### src/rtl/id_ex_pipe_reg.sv
// ID/EX pipeline register: captures decoded operands/controls for EX, inserts
// bubbles on load-use hazards and flushes, honours EX stalls, counts bubbles.
module id_ex_pipe_reg #(
    parameter int DATA_W = 64,
    parameter int REG_AW = 5,
    parameter int CNT_W  = 16
) (
    input  logic              clk,
    input  logic              rst,
    input  logic              id_valid,
    input  logic [DATA_W-1:0] id_op_a,
    input  logic [DATA_W-1:0] id_op_b,
    input  logic [DATA_W-1:0] id_imm,
    input  logic              id_use_imm,
    input  logic [REG_AW-1:0] id_rs1,
    input  logic [REG_AW-1:0] id_rs2,
    input  logic [REG_AW-1:0] id_rd,
    input  logic              id_mem_read,
    input  logic              id_reg_write,
    input  logic              flush,
    input  logic              ex_stall,
    output logic              ex_valid,
    output logic              ex_flag,
    output logic [DATA_W-1:0] ex_op_a,
    output logic [DATA_W-1:0] ex_w0,
    output logic [DATA_W-1:0] ex_w1,
    output logic              ex_sel,
    output logic [REG_AW-1:0] ex_rd,
    output logic              ex_mem_read,
    output logic              ex_reg_write,
    output logic              id_stall,
    output logic [CNT_W-1:0]  bubble_count
);

    typedef enum logic {EMPTY = 1'b0, FULL = 1'b1} state_t;

    state_t state, state_nxt;
    logic   haz, bubble, load;

    assign haz = id_valid & ex_valid & ex_mem_read & (ex_rd != '0)
               & ((ex_rd == id_rs1) | (ex_rd == id_rs2));

    // Flush beats stall beats hazard; a flush also frees ID since the slot is squashed.
    assign bubble   = flush | (~ex_stall & haz);
    assign load     = ~flush & ~ex_stall & ~haz;
    assign id_stall = (ex_stall & ~flush) | (haz & ~flush & ~ex_stall);

    always_comb begin
        state_nxt = state;
        if (bubble)
            state_nxt = EMPTY;
        else if (load)
            state_nxt = id_valid ? FULL : EMPTY;
    end

    always_ff @(posedge clk or posedge rst) begin
        if (rst)
            state <= EMPTY;
        else
            state <= state_nxt;
    end

    assign ex_valid = (state == FULL);
    assign ex_flag  = ~ex_valid;

    always_ff @(posedge clk or posedge rst) begin
        if (rst) begin
            ex_op_a      <= '0;
            ex_w0        <= '0;
            ex_w1        <= '0;
            ex_rd        <= '0;
            ex_sel       <= 1'b0;
            ex_mem_read  <= 1'b0;
            ex_reg_write <= 1'b0;
        end else if (bubble) begin
            ex_op_a      <= '0;
            ex_w0        <= '0;
            ex_w1        <= '0;
            ex_rd        <= '0;
            ex_sel       <= 1'b0;
            ex_mem_read  <= 1'b0;
            ex_reg_write <= 1'b0;
        end else if (load) begin
            // Data is captured even for an invalid slot; only controls are gated.
            ex_op_a      <= id_op_a;
            ex_w0        <= id_op_b;
            ex_w1        <= id_imm;
            ex_rd        <= id_rd;
            ex_sel       <= id_valid & id_use_imm;
            ex_mem_read  <= id_valid & id_mem_read;
            ex_reg_write <= id_valid & id_reg_write;
        end
    end

    always_ff @(posedge clk or posedge rst) begin
        if (rst)
            bubble_count <= '0;
        else if (bubble && (bubble_count != '1))
            bubble_count <= bubble_count + CNT_W'(1);
    end

endmodule

### config.mk
export PLATFORM = sky130hd
export DESIGN_NAME = id_ex_pipe_reg
export DESIGN_NICKNAME = d
export VERILOG_FILES = /design/src/rtl/id_ex_pipe_reg.sv
export SDC_FILE = /design/constraint.sdc
export NUM_CORES = 1
export LEC_CHECK = 0
export BUFFER_PORTS_ARGS = -buffer_cell sky130_fd_sc_hd__buf_2
export CORE_AREA = 2 2 170 172
export CTS_BUF_LIST = sky130_fd_sc_hd__clkbuf_16
export DETAILED_ROUTE_END_ITERATION = 16
export DIE_AREA = 0 0 172 174
export SYNTH_ARGS = -nofsm -noshare
export SYNTH_HDL_FRONTEND = slang
export SYNTH_SLANG_ARGS = --single-unit
### constraint.sdc
create_clock -name clk -period 13.3 [get_ports clk]
set_input_delay 0.665 -clock clk [delete_from_list [all_inputs] [get_ports clk]]
set_output_delay 0.665 -clock clk [all_outputs]
set_load 0.05 [all_outputs]
==> results of run 1 <==
routing by layer:
layer | part of all wire, % | vias up | track usage [%]
met5 | 0 | - | 0
met4 | 3.3 | 0 | 6.69
met3 | 8.6 | 67 | 4.83
met2 | 47 | 357 | 31.1
met1 | 41 | 4169 | 24.5
li1 | - | 4124 | -
worst max-delay path, stage by stage, from the launching register on:
cell     delay, ns
dfrtp_1       0.45
xnor2_1       0.31
nand3_1       0.12
o22ai_1       0.47
nand2_8       0.57
a21oi_1       0.30
buf_2         0.29
worst max-delay path by stage:
| stage | depth (start not counted) | startpoint | slack, ns | end |
|---|---|---|---|---|
| floorplan | 1 | rst | 6.70 | bubble_count[0]$_DFFE_PP0P_ |
| global placement | 7 | id_rs1[4] | 9.87 | id_stall |
| detailed placement | 5 | ex_stall | 9.82 | id_stall |
| CTS | 6 | ex_rd[4]$_DFFE_PP0P_ | 9.59 | id_stall |
| global route | 6 | ex_rd[4]$_DFFE_PP0P_ | 9.37 | id_stall |
| finish | 6 | ex_rd[4]$_DFFE_PP0P_ | 9.59 | id_stall |
synth_stat cells, types with 3 or more instances:
cell      instances
xor2_1            8
mux2_2            3
nand2_1         207
xnor2_1          14
inv_1             3
nand3_1         205
buf_4            20
nor2_1           11
buf_1             8
a32oi_1           3
a21oi_1         198
nor3_1            4
dfrtp_1         217
clkbuf_1         59
layout make-up:
type	count	area, µm²	area share, %
Clock inverter	19	114	0.926
Antenna cell	1	2.50	0.0203
Clock buffer	27	676	5.49
Tap cell	384	480	3.91
Multi-Input combinational cell	677	3330	27.1
Inverter	4	27.5	0.224
Sequential cell	217	5430	44.2
Timing Repair Buffer	441	2240	18.2
state kept, by name (all words and copies together), names as in the netlist:
register,cells
ex_sel,1
ex_w1,64
ex_op_a,64
bubble_count,16
ex_w0,64
ex_rd,5
ex_mem_read,1
ex_reg_write,1
ex_valid,1
cells by family (layout without fill, tap and decap cells):
| group | count (synthesis) | in the layout | share of synthesized area (%) |
|---|---|---|---|
| simple gates | 446 | 446 | 22.1 |
| flops | 217 | 217 | 59.1 |
| other cells | 0 | 1 | 0 |
| fa+ha+maj | 1 | 1 | 0.136 |
| mux | 4 | 4 | 0.477 |
| xor+xnor | 22 | 22 | 2.10 |
| compound gates | 204 | 204 | 11.3 |
| buf+inv | 94 | 491 | 4.77 |
where the power goes:
part / internal (mW) / switching (mW)
sequential: 0.704 / 0.0323
clock: 0.384 / 0.281
combinational: 0.0919 / 0.265
total: 1.18 / 0.578
==> results.ini, run 1 <==
[setup_path]
end_kind=primary output
crit_path_max_fanout=117
rr_worst_depth=7
critPathLaunchType=register
timing.rr.end=ex_w0[31]$_DFFE_PP0P_
crit_required_ns=12.64
arrival_ns=3.05
r2r_setup_slack_ns=10.06
timing.rr.start=ex_rd[1]$_DFFE_PP0P_
setup.worst_path.class=register to primary output

[power_and_ir_drop]
leakage_nw=6.32
power.density_mw_per_mm2=143
peakVddDrop_mv=0.0702
total_power_mw=1.76

[cells_and_area]
nNetsFinal=1583
n_fill_cell=2917
area_growth_pct=33.9
final_cell_mix=buf_2, dfrtp_1, nand2_1, nand3_1, a21oi_1
layout_commonest_cell=buf_2
fin_cells=1770
fin_util_pct=43.6
drive_gt1_share_pct=35.0
final_area_mm2=0.0123

[cts]
cts_resized=0
ctsLongestPathBuffers=3
clkSlewWorstSetupHoldPaths_ns=0.06
root_buffer=clkbuf_16
cts_hold_buf=0
cts_max_level=1
cts_made_buffers=26
post_cts_buffers=0
clk_latency_ns=0.53
cts_tree=built
clock-sinks=217

[drt]
drt_iter0_markers=579
viasPerCell=4.92
drc=0
wl_per_cell_um=17.0
routed-via-count=8717
finalWirelength_um=30200
first_pass_iters=5
ant_nets=0

[synth]
yosysWarnings=0
syn-num-nets=1204
syn_avg_cell_area_um2=9.30
netlist_instances=988
synth-edff-count=0
ys_seq_area_share_pct=59.1
synth_area_leaders=dfrtp_1, nand3_1, a21oi_1
ys.flop_type=dfrtp_1
yosysTopAreaCell=dfrtp_1
synth_top_cell_area_share_pct=59.1
yosys_register_bits=217
async_flop_share_pct=100
synth_area_mm2=0.00918
netlist-cell-type-count=36

[sta]
hold_ws_ns=0.225
worst_pin_slew_ns=0.965
setup_viol=0
finalSetupTns_ns=0
rsz0062_at_grt=false
fin_crit_sh_pct=27.9
period_needed_ns=3.71
max_freq_ghz=0.269
drv_slew=0
relSlewSlack_pct=35.7
finalHoldViolCount=0
fin_skew_ns=0.0122
final.setup.worst_slack_ns=9.59

[placed_design]
place_hpwl_um=19600
io_buffers=433
preCtsSetupSlack_ns=9.82
placed_cell_area_mm2=0.0115
routabilityCongestion=0.813
dp_cells=1723

[run]
maxCapViolations=0

[floorplanning]
num_rows=62
chipHeight_um=174
dieArea_mm2=0.0299
pin_count=434
core_mm2=0.0282
start_util_pct=32.5
die_w_um=172

[status]
status=complete, no violations

[grt]
grt_max_degree=118
grtUsageTotal_pct=19.1
grt_pass1_vias=8404
antenna_found_initial=0
grt_first_pass_wirelength_um=46100
overflow=0

[min_path]
worstHoldPathType=primary input to async pin

No activity file was read; power rests on OpenSTA's default activity.
==> run 2, diff against run 1 <==
Clock period 13.3 ns to 3.72 ns, I/O delays scaled along.
==> run 2 against run 1 <==
  * Combinational power rose to 4.1 times the previous value
  * Power rose to 3.6 times the previous value
  * Register-to-register slack worse by 9.0 ns
  * First-iteration DRC count up 27%
  * Clock power rose to 3.4 times the previous value
  * Via count up 12%
  * Worst setup slack worse by 8.7 ns
  * Sequential power rose to 3.6 times the previous value
  * Sequential share of layout area down 6.4 points
  * Clock skew up 0.00054 ns
  * Global-route usage up 1.6 points
  * Critical path type unchanged
  * Critical endpoint unchanged
  * Highest routed layer is now met5
==> results.ini, run 2 (synthesis gave the netlist of run 1 again) <==
[grt]
grt_max_degree=114
grtUsageTotal_pct=20.7
overflow=0
grt-busiest-layer=met2
use_met3_pct=4.44
grt_first_pass_wirelength_um=50500
met2_usage_pct=34.9
antenna_found_initial=5
use_met1_pct=25.5
grt_pass1_vias=9806

[placed_design]
preCtsSetupSlack_ns=1.30
placed_cell_area_mm2=0.0116
dp_cells=1725
place_hpwl_um=19900
io_buffers=433
routabilityCongestion=0.817

[power_and_ir_drop]
power.density_mw_per_mm2=443
leakage_nw=7.17
peakVddDrop_mv=0.260
total_power_mw=6.36

[min_path]
worstHoldPathType=primary input to register
holdPathStages=3
min_to=ex_op_a[36]$_DFFE_PP0P_
hold_start=ex_stall

[sta]
hold_ws_ns=0.0267
setup_viol=0
period_needed_ns=2.82
finalHoldViolCount=0
final.setup.worst_slack_ns=0.896
max_freq_ghz=0.354
fin_skew_ns=0.0127
finalSetupTns_ns=0
rsz0062_at_grt=false
worst_pin_slew_ns=1.05
relSlewSlack_pct=30.1
fin_crit_sh_pct=75.9
drv_slew=0

[setup_path]
timing.rr.start=ex_rd[4]$_DFFE_PP0P_
rr_worst_depth=7
slowest_stage=o22ai_1
timing.rr.end=ex_op_a[28]$_DFFE_PP0P_
crit_required_ns=3.53
critPathBufInv=1
end_kind=primary output
critPathLaunchType=register
path_delay_family=compound AO/OA/AOI/OAI gates
arrival_ns=2.64
path_cells=xnor2_1 -> nand3_1 -> o22ai_1 -> nand2_8 -> a21oi_1 -> buf_2
r2r_setup_slack_ns=1.11
crit_path_max_fanout=60
setup.worst_path.class=register to primary output
slowest_delay_ns=0.46

[floorplanning]
start_util_pct=32.5
num_rows=62
dieArea_mm2=0.0299
pin_count=434
die_w_um=172
chipHeight_um=174
core_mm2=0.0282

[drt]
wl_per_cell_um=16.2
ant_nets=0
drc=0
viasPerCell=4.93
drt_iter0_markers=737
first_pass_iters=5
routed-via-count=9730
finalWirelength_um=32000

[cells_and_area]
drive_gt1_share_pct=30.5
layout_commonest_cell=buf_2
fin_util_pct=50.9
final_cell_mix=buf_2, dfrtp_1, nand2_1, nand3_1, dlygate4sd3_1
reg.largest.list=ex_op_a: 64 flops, ex_w0: 64 flops, ex_w1: 64 flops
nNetsFinal=1787
area_growth_pct=56.5
fin_cells=1972
n_fill_cell=2628
final_area_mm2=0.0144

[cts]
clk_latency_ns=0.51
root_buffer=clkbuf_16
cts_made_buffers=24
cts_max_level=1
post_cts_buffers=0
clock-sinks=217
cts_tree=built
cts_resized=0
ctsLongestPathBuffers=3
clkSlewWorstSetupHoldPaths_ns=0.06
cts_hold_buf=204

[status]
status=complete, no violations

[run]
maxCapViolations=0

-- run 2: layer usage --
metal	vias to the layer above	share of wire, %	wire length (µm)
li1	4538	-	-
met1	4734	40	12700
met2	373	49	15800
met3	81	7.1	2270
met4	4	3.9	1230
met5	-	0.066	21
-- run 2: area by class of cell --
cell class                      count  area [µm²]  share of cell area [%]
Sequential cell                   217        5430                    37.8
Timing Repair Buffer              647        4360                    30.3
Multi-Input combinational cell    677        3330                    23.2
Clock buffer                       25         626                    4.35
Tap cell                          384         480                    3.34
Clock inverter                     16         119                   0.827
Inverter                            4        23.8                   0.165
Antenna cell                        2        5.00                  0.0348
-- run 2: tightest hold or removal path: stages --
cell and delay, ns:
buf_6 0.17, nand2_1 0.08, a21oi_1 0.05
-- run 2: how the worst max path moves through the flow --
stage / from / end / slack (ns) / depth (start not counted)
after floorplan: rst / bubble_count[0]$_DFFE_PP0P_ / 0.71 / 1
after CTS: ex_rd[4]$_DFFE_PP0P_ / id_stall / 0.87 / 6
final: ex_rd[4]$_DFFE_PP0P_ / id_stall / 0.90 / 6
after global placement: ex_rd[1]$_DFFE_PP0P_ / bubble_count[4]$_DFFE_PP0P_ / 1.32 / 6
after detailed placement: ex_rd[1]$_DFFE_PP0P_ / bubble_count[4]$_DFFE_PP0P_ / 1.30 / 6
after global routing: ex_rd[4]$_DFFE_PP0P_ / id_stall / 0.70 / 6
-- run 2: power by group --
part	total (mW)	internal [mW]	switching (mW)
sequential	2.63	2.52	0.112
clock	2.27	1.34	0.935
combinational	1.46	0.473	0.987
total	6.36	4.33	2.04
